### config.mk
export PLATFORM = sky130hd
export DESIGN_NAME = cdb_arbiter
export DESIGN_NICKNAME = d
export VERILOG_FILES = /design/src/rtl/cdb_arbiter_pkg.sv /design/src/rtl/cdb_rr_pick.sv /design/src/rtl/cdb_arbiter.sv
export SDC_FILE = /design/constraint.sdc
export NUM_CORES = 1
export LEC_CHECK = 0
export CORE_AREA = 2 2 123 125
export DETAILED_ROUTE_END_ITERATION = 6
export DIE_AREA = 0 0 125 127
export PLACE_DENSITY = 0.86
export SLEW_MARGIN = 20
export SYNTH_ARGS = -nofsm -noshare
export SYNTH_HDL_FRONTEND = slang
export SYNTH_SLANG_ARGS = --single-unit
### constraint.sdc
create_clock -name clk_in -period 1.65 [get_ports clk_in]
set_clock_uncertainty 0.2 [all_clocks]
set_input_delay 0.33 -clock clk_in [delete_from_list [all_inputs] [get_ports clk_in]]
set_output_delay 0.33 -clock clk_in [all_outputs]
set_load 0.01 [all_outputs]
### src/rtl/cdb_arbiter_pkg.sv
// Shared defines for the common data bus arbiter: ROB id width, requester count and slot indices.
// `ROB_WIDTH may be supplied by the build; it falls back to 4 bits otherwise.
`ifndef ROB_WIDTH
`define ROB_WIDTH 4
`endif

package cdb_arbiter_pkg;

    localparam int CDB_ROB_W   = `ROB_WIDTH;
    localparam int CDB_NUM_REQ = 3;

    localparam int CDB_ALU = 0;
    localparam int CDB_LSB = 1;
    localparam int CDB_BRU = 2;

    function automatic int cdb_ptr_w(input int n);
        return (n > 1) ? $clog2(n) : 1;
    endfunction

endpackage

### src/rtl/cdb_rr_pick.sv
// One-hot grant picker: first holder with a valid entry, searching upward from ptr and wrapping.
module cdb_rr_pick #(
    parameter int NUM_REQ = 3,
    parameter int PTR_W   = 2
) (
    input  logic [NUM_REQ-1:0] hold_valid,
    input  logic [PTR_W-1:0]   ptr,
    output logic [NUM_REQ-1:0] grant
);

    always_comb begin
        int  idx;
        logic found;
        grant = '0;
        found = 1'b0;
        idx   = 0;
        for (int k = 0; k < NUM_REQ; k++) begin
            idx = (int'(ptr) + k) % NUM_REQ;
            if (!found && hold_valid[idx]) begin
                grant[idx] = 1'b1;
                found      = 1'b1;
            end
        end
    end

endmodule

### src/rtl/cdb_arbiter.sv
// Common data bus arbiter: one holding register per result source, one registered broadcast per cycle.
// Define CDB_ROUND_ROBIN_EN for round-robin grant; default is fixed priority LSB > BRU > ALU.
module cdb_arbiter
    import cdb_arbiter_pkg::*;
#(
    parameter int NUM_REQ = CDB_NUM_REQ
) (
    input  logic                          clk_in,
    input  logic                          rst_in,
    input  logic                          rdy_in,
    input  logic                          clear_in,
    input  logic [NUM_REQ-1:0]            req_valid,
    output logic [NUM_REQ-1:0]            req_ready,
    input  logic [NUM_REQ*`ROB_WIDTH-1:0] req_rob_id,
    input  logic [NUM_REQ*32-1:0]         req_value,
    output logic                          cdb_valid,
    output logic [1:0]                    cdb_src,
    output logic [`ROB_WIDTH-1:0]         cdb_rob_id,
    output logic [31:0]                   cdb_value
);

    localparam int RW    = `ROB_WIDTH;
    localparam int PTR_W = cdb_ptr_w(NUM_REQ);

    logic [NUM_REQ-1:0] hold_valid;
    logic [RW-1:0]      hold_rob [NUM_REQ];
    logic [31:0]        hold_val [NUM_REQ];

    logic [NUM_REQ-1:0] grant;
    logic [NUM_REQ-1:0] xfer;
    logic [PTR_W-1:0]   pick_ptr;
    logic [PTR_W-1:0]   grant_idx;
    logic [RW-1:0]      sel_rob;
    logic [31:0]        sel_val;
    logic               advance;

    assign advance = rdy_in && !clear_in;

`ifdef CDB_ROUND_ROBIN_EN
    logic [PTR_W-1:0] rr_ptr;
    logic [PTR_W-1:0] ptr_nxt;

    assign ptr_nxt  = (grant_idx == PTR_W'(NUM_REQ - 1)) ? '0 : grant_idx + 1'b1;
    assign pick_ptr = rr_ptr;

    // rr_ptr holds the slot where the next search begins; it only moves on a real grant.
    always_ff @(posedge clk_in or negedge rst_in) begin
        if (!rst_in) begin
            rr_ptr <= '0;
        end else if (advance && (|grant)) begin
            rr_ptr <= ptr_nxt;
        end
    end
`else
    assign pick_ptr = PTR_W'(CDB_LSB);
`endif

    cdb_rr_pick #(
        .NUM_REQ (NUM_REQ),
        .PTR_W   (PTR_W)
    ) u_pick (
        .hold_valid (hold_valid),
        .ptr        (pick_ptr),
        .grant      (grant)
    );

    always_comb begin
        grant_idx = '0;
        sel_rob   = '0;
        sel_val   = '0;
        for (int i = 0; i < NUM_REQ; i++) begin
            if (grant[i]) begin
                grant_idx = PTR_W'(i);
                sel_rob   = hold_rob[i];
                sel_val   = hold_val[i];
            end
        end
    end

    // A granted holder drains this edge, so it can take a new result on the same edge.
    always_comb begin
        for (int i = 0; i < NUM_REQ; i++) begin
            req_ready[i] = rst_in && advance && (!hold_valid[i] || grant[i]);
        end
        xfer = req_valid & req_ready;
    end

    always_ff @(posedge clk_in or negedge rst_in) begin
        if (!rst_in) begin
            hold_valid <= '0;
            for (int i = 0; i < NUM_REQ; i++) begin
                hold_rob[i] <= '0;
                hold_val[i] <= '0;
            end
        end else if (rdy_in) begin
            if (clear_in) begin
                hold_valid <= '0;
            end else begin
                for (int i = 0; i < NUM_REQ; i++) begin
                    if (xfer[i]) begin
                        hold_valid[i] <= 1'b1;
                        hold_rob[i]   <= req_rob_id[i*RW +: RW];
                        hold_val[i]   <= req_value[i*32 +: 32];
                    end else if (grant[i]) begin
                        hold_valid[i] <= 1'b0;
                    end
                end
            end
        end
    end

    always_ff @(posedge clk_in or negedge rst_in) begin
        if (!rst_in) begin
            cdb_valid  <= 1'b0;
            cdb_src    <= '0;
            cdb_rob_id <= '0;
            cdb_value  <= '0;
        end else if (rdy_in) begin
            if (clear_in) begin
                cdb_valid <= 1'b0;
            end else if (|grant) begin
                cdb_valid  <= 1'b1;
                cdb_src    <= 2'(grant_idx);
                cdb_rob_id <= sel_rob;
                cdb_value  <= sel_val;
            end else begin
                cdb_valid <= 1'b0;
            end
        end
    end

endmodule

==> results.sh <==
export IMPL_status="finished, violations left"
export IMPL_failed_checks="negative hold slack, negative setup slack"
export IMPL_gp_congestion=0.809
export IMPL_ys_ff_latch=150
export IMPL_crit_chain="buf_6 > buf_12 > nor3_4 > buf_4 > buf_8 > o21ai_0 > o31ai_4"
export IMPL_synth_area_um2=6400
export IMPL_clock_fmax_mhz=529
export IMPL_arrival_ns=1.97
export IMPL_area_growth_pct=58.9
export IMPL_startpoint_type="register"
export IMPL_max_slew_margin_pct=57.2
export IMPL_hold_buffers=2
export IMPL_crit_fanout=20
export IMPL_synthAdderAreaFrac_pct=0
export IMPL_min_period_ns=1.89
export IMPL_combPwrFrac_pct=23.7
export IMPL_rsz0062_at_grt="yes"
export IMPL_leakage_uw=0.00441
export IMPL_cts_tree="yes"
export IMPL_hp_class="input port to asynchronous set/reset pin"
export IMPL_slowest_delay_ns=0.41
export IMPL_clkLatencyLatePin_ns=0.42
export IMPL_synthSimpleGateAreaFrac_pct=4.44
export IMPL_yosys_mux_area_fraction_pct=20.7
export IMPL_syn_nets=584
export IMPL_endpoint_kind="register"
export IMPL_synthXorXnorAreaFrac_pct=0
export IMPL_cp_top_family="buffers and inverters"
export IMPL_synth_edff_count=0
export IMPL_ys_flop_type="dfrtp_1"
export IMPL_synthTopCellsByCount="dfrtp_1 (150), mux2_2 (75), o21ai_0 (41), nor2_1 (37)"
export IMPL_start_util_pct=44.4
export IMPL_cts_sinks=150
export IMPL_avgSynthCellArea_um2=13.6
export IMPL_antenna_left=0
export IMPL_synth_top_cells_by_area="dfrtp_1 (59%), mux2_2 (13%), mux2_4 (6.8%), a221oi_1 (4.9%), o31ai_1 (4.2%)"
export IMPL_fin_ws_ns=-0.241
export IMPL_path_depth=7
export IMPL_p_sw_uw=3320
export IMPL_syn_inst=469
export IMPL_globalRouteOverflowTotal=0
export IMPL_drc=0
export IMPL_h_tree_depth=4
export IMPL_port_buffers=156
export IMPL_die_x_um=125
export IMPL_p_sw_share_pct=27.7
export IMPL_ys_warnings_count=0
export IMPL_grt_pass1_wl_mm=27.7
export IMPL_path_clk_slew_ns=0.06
export IMPL_yosysTopAreaCell="dfrtp_1"
export IMPL_drt_initial_drc_count=396
export IMPL_die_h_um=127
export IMPL_synth_top_area_share_pct=58.6
export IMPL_drt_wirelength_per_cell_um=22.6
export IMPL_crit_reg2reg_launch="hold_valid[1]$_DFFE_PN0P_"
export IMPL_grt_max_degree=52
export IMPL_stdcell_area_um2=10200
export IMPL_multi_input_area_um2=3110
export IMPL_antenna_found_initial=0
export IMPL_rows=44
export IMPL_timing_final_crit_share_pct=115
export IMPL_dpl_hpwl_mm=12.0
export IMPL_placed_area_um2=8410
export IMPL_vias=4976
export IMPL_required_ns=1.72
export IMPL_ctsRootBufferMaster="clkbuf_16"
export IMPL_intPower_uw=8690
export IMPL_worst_r2r_cell_count=7
export IMPL_slew_violations=0
export IMPL_register_area_um2=3760
export IMPL_core_area_um2=14400
export IMPL_critPathBufInv=4
export IMPL_p_per_area_nw_per_um2=1180
export IMPL_grt_usage_pct=22.4
export IMPL_finalSetupViolations=102
export IMPL_clockPowerShare_pct=33.9
export IMPL_cts_made_buffers=17
export IMPL_drt_vias_per_instance=5.75
export IMPL_io_pins=157
export IMPL_regToRegEndpoint="cdb_value[23]$_DFFE_PN0P_"
export IMPL_tightestPinTransition_ns=0.642
export IMPL_wl_mm=19.5
export IMPL_grt_pass1_vias=5116
export IMPL_peakVddDrop_uv=840
export IMPL_crit_type="register to register"
export IMPL_yosysSeqAreaShare_pct=58.6
export IMPL_reg2reg_slack_ns=-0.24
export IMPL_fill_cells=913
export IMPL_post_synth_top_count_cell="dfrtp_1"
export IMPL_dr_pass1_iters=5
export IMPL_tns_ns=-12.11
export IMPL_synthArstFlopShare_pct=100
export IMPL_die_area_um2=15900
export IMPL_nets=784
export IMPL_layout_drive_gt1_share_pct=40.9
export IMPL_diodes=0
export IMPL_hold_viol=49
export IMPL_power_frac_seq_pct=42.5
export IMPL_synth_compound_area_share_pct=12.8
export IMPL_clk_path_buf_depth=2
export IMPL_hold_slack_ns=-0.115
export IMPL_crit_slowest_cell="dfrtp_2"
export IMPL_drv_cap=0
export IMPL_synth_top_family_by_area="multiplexers"
export IMPL_ys_types=27
==> routing by layer <==
metal | track usage [%] | vias up | share of wire (%) | routed length (µm)
met5 | 0 | - | 0 | 0
met4 | 6.67 | 0 | 2.4 | 472
met3 | 5.74 | 42 | 7.4 | 1440
met2 | 38.2 | 244 | 50 | 9690
met1 | 28.5 | 2537 | 41 | 7930
li1 | - | 2153 | - | -
==> stage by stage <==
step | instances | worst slack, ns | power [µW] | utilization (%) | hold slack (ns)
after floorplan | 469 | -0.0161 | 6110 | - | -0.166
after global placement | 804 | -0.742 | 7260 | 58.3 | 0.0897
after detailed placement | 804 | -0.772 | 7410 | 58.3 | 0.0942
after CTS | 850 | -0.229 | 11400 | 64.0 | -0.115
after global routing | 866 | -0.292 | 12500 | 70.5 | -0.0749
final | 866 | -0.241 | 12000 | 70.5 | -0.115
==> what timing repair did <==
item,CTS,global route
hold endpoints to repair,97,49
pin swaps,3,39
gates cloned,3,8
gates resized for setup,84,143
setup endpoints to repair,187,134
setup buffers,10,9
==> placed cells by master, fill, tap and decap left out, types with 6 or more instances in the layout <==
cell               n
clkdlybuf4s50_1  111
mux2_4            30
o21ai_1           11
dfrtp_1          148
o31ai_2            6
nor2_1            37
clkbuf_16         25
clkdlybuf4s15_1   22
buf_6             12
a221oi_1           8
mux2_2            74
o31ai_4           30
a221oi_2          27
o21ai_0           29
dlygate4sd2_1     18
buf_12            16
buf_4             24
==> power groups by stage <==
stage / clock network [µW] / logic (µW) / registers (µW)
after global routing: 4280 / 3030 / 5190
after global placement: 0 / 2250 / 5000
final: 4070 / 2840 / 5100
after floorplan: 0 / 1110 / 5010
after CTS: 4100 / 2260 / 5000
after detailed placement: 0 / 2360 / 5060
==> state kept, by name, indices dropped and copies added, names as in the netlist <==
signal and flops:
cdb_src 2, hold_rob 12, cdb_value 32, cdb_valid 1, hold_val 96, hold_valid 3, cdb_rob_id 4
==> worst max-delay path by stage <==
stage                                         start                        end  slack (ns)
after detailed placement                     rdy_in               req_ready[2]       -0.77
final                     hold_valid[1]$_DFFE_PN0P_  cdb_value[23]$_DFFE_PN0P_       -0.24
after floorplan           hold_valid[1]$_DFFE_PN0P_      cdb_valid$_DFFE_PN0P_       -0.02
after global placement                     clear_in               req_ready[2]       -0.74
after global routing      hold_valid[1]$_DFFE_PN0P_  cdb_value[18]$_DFFE_PN0P_       -0.29
after CTS                 hold_valid[2]$_DFFE_PN0P_               req_ready[0]       -0.23
==> cell families after synthesis <==
family,Yosys count
flip-flops,150
AO/OA/AOI/OAI,117
multiplexers,108
AND/OR/NAND/NOR,53
buffers and inverters,41
==> cell type report <==
cell class                      instances  share of cell area, %
Inverter                                3                  0.111
Sequential cell                       150                   36.9
Clock buffer                           20                   4.29
Timing Repair Buffer                  219                   24.1
Clock inverter                         12                   1.73
Multi-Input combinational cell        278                   30.6
Tap cell                              184                   2.26
==> worst reg2reg max path: stages (launching register included) <==
cell and delay, ns:
dfrtp_2 0.41, buf_6 0.13, buf_12 0.18, nor3_4 0.07, buf_4 0.14, buf_8 0.15, o21ai_0 0.36, o31ai_4 0.12
No activity file was read; power rests on OpenSTA's default activity.
==> patch: new RTL, same flow settings <==
Set the package constant `CDB_NUM_REQ` to 2 (it was 3).
--- a/src/rtl/cdb_arbiter_pkg.sv
+++ b/src/rtl/cdb_arbiter_pkg.sv
@@ -7,7 +7,7 @@
 package cdb_arbiter_pkg;
 
     localparam int CDB_ROB_W   = `ROB_WIDTH;
-    localparam int CDB_NUM_REQ = 3;
+    localparam int CDB_NUM_REQ = 2;
 
     localparam int CDB_ALU = 0;
     localparam int CDB_LSB = 1;
Ports: changed (resized req_ready, req_rob_id, req_valid and req_value); port bits go from 157 to 119. No check against the original RTL was run, so the function may have changed too.
==> patch against the original RTL <==
- total power fell by 36%
- final cell count fell by 29%
- cell area fell by 37%
- count of clock-buffer cells in the layout fell by 8
- routed wire length fell by 45%
- worst setup slack improved by 250 ps
- sequential cell count fell by 38
- synthesized area fell by 29%
- critical path type is now flip-flop to output pin
- highest routed layer unchanged
==> patch: results (changes against the original RTL) <==
global placer's final weighted congestion=0.805 (-0.42%); FILL cells=1315 (+44%); Seq/Total Area, Yosys=0.613 (+0.0266); Rel. slew slack=0.480 (-0.0922); I/O Buffers=117 (-25%); Clock transition at path regs=70 ps; Lkg Pwr=3.06 nW (-31%); global-route wire length before repair=17.4 mm (-37%); total nets after synthesis=370 (-37%); H-tree depth=3 (-1); share of layout cells above drive strength 1=0.287 (-0.122); async set or reset register ratio after synthesis=1.00 (unchanged); maximum vdd drop=0.576 mV (-31%); final setup fails=0 (-100%); status=finished clean; clk buf depth=2 (unchanged); top cell type's share of synthesized area=0.613 (+0.0266); gr usage total=0.139 (-0.0849); WL final=10.8 mm (-45%); most instantiated cells after synthesis=dfrtp_1 (112), mux2_2 (41), and2_1 (38), a221o_1 (36), mux2_4 (30); clock root buffer=clkbuf_16; largest net degree at the start of global routing=63 (+21%); Final #Nets=503 (-36%); TritonCTS Buffers=9 (-8); vias in the first global route=3402 (-34%); Placed Area=6120 sq um (-27%); Via Count=2928 (-41%); insertion delay to the later sink of the worst-skew pair=340 ps (-80 ps); Post-DP HPWL=7.52 mm (-37%); library cells used by synthesis=22 (-19%); initial antenna violation count=0 (unchanged); Initial DRC Count=105 (-73%); Critical Path AT=1110 ps (-860 ps); critical-path maximum fanout=4 (-80%); 1st-pass router iterations=4 (-1); Antenna Cells=0 (unchanged); Synth area leaders=dfrtp_1 (61%), mux2_2 (10%), mux2_4 (9.9%); Ys Warns=0 (unchanged); Largest regs=hold_val: 64 flops, cdb_value: 32 flops, hold_rob: 8 flops; switching share of power=0.251 (-0.0259); hold crit path type=primary input to asynchronous set/reset pin; Top FF cell, synth=dfrtp_1
-- patch: cell count changes after synthesis, sizes merged, moves of 8 or more --
cell | unedited run | this run
a221o | 0 | 36
buf | 23 | 15
mux2 | 108 | 72
o31ai | 36 | 0
and2 | 1 | 38
a221oi | 36 | 0
clkbuf | 15 | 3
o21ai | 42 | 4
nor2 | 37 | 0
dfrtp | 150 | 112
-- patch: worst max-delay path: stages (launching register included) --
cell	delay (ps)
dfrtp_1	420
nand2_2	100
and2_4	150
buf_6	90
-- patch: routing by layer --
metal,vias up,GRT usage,wire (um)
met5,-,0,0
met1,1490,0.174,4750
li1,1330,-,-
met3,17,0.0302,455
met2,91,0.234,5370
met4,0,0.0621,204
-- patch: worst paths after layout --
check / start / cells after the start / slack, ps / endpoint
worst max register to register: hold_valid[0] / 5 / 20 / hold_val[46]
max in group asynchronous: rst_in / 3 / 640 / hold_valid[1]
worst min-delay path: rst_in / 3 / 10 / hold_val[3]
min in group clk_in: rdy_in / 3 / 250 / cdb_valid
worst max-delay path: hold_valid[0] / 3 / 10 / req_ready[0]
worst min register to register: hold_val[6] / 1 / 300 / hold_val[6]
-- patch: cell families after synthesis --
logic type             synth area share
multiplexers                      0.202
AND/OR/NAND/NOR                  0.0676
other                          0.000820
flip-flops                        0.613
AO/OA/AOI/OAI                    0.0868
buffers and inverters            0.0298
-- patch: power by group through the flow --
stage / Sequential [mW] / Combinational [mW] / Clock (mW)
floorplan: 3.90 / 0.783 / 0
global placement: 3.83 / 1.86 / 0
detailed placement: 3.87 / 1.92 / 0
CTS: 3.82 / 1.73 / 2.23
global route: 3.92 / 1.85 / 2.33
finish: 3.82 / 1.72 / 2.14
-- patch: layout make-up --
cell class / count / area, sq um / share of cell area
inverters: 2 / 7.51 / 0.00116
well taps: 184 / 230 / 0.0357
repair buffers: 140 / 1430 / 0.222
clock inverters: 3 / 42.5 / 0.00660
multi-input cells: 160 / 1680 / 0.261
flip-flops and latches: 112 / 2800 / 0.435
clock buffers: 12 / 246 / 0.0382
-- patch: per-stage QoR --
stage / hold WS (ps) / setup WS (ps) / instances / setup TNS [ps] / power [mW]
final: 11.5 / 10.4 / 613 / 0 / 7.69
after global routing: 65.5 / -45.3 / 613 / -603 / 8.10
after global placement: 279 / -539 / 596 / -48660 / 5.69
after floorplan: -166 / 61.4 / 292 / 0 / 4.68
after detailed placement: 284 / -545 / 596 / -53420 / 5.79
after CTS: 38.0 / -28.7 / 613 / -34.0 / 7.78
-- patch: what timing repair did --
item | 4_1_cts | 5_1_grt
hold buffers | 0 | 0
endpoints found under the setup margin | 148 | 27
gates cloned | 1 | 0
pin swaps | 2 | 4
resized for setup | 52 | 14
setup buffers | 1 | 0
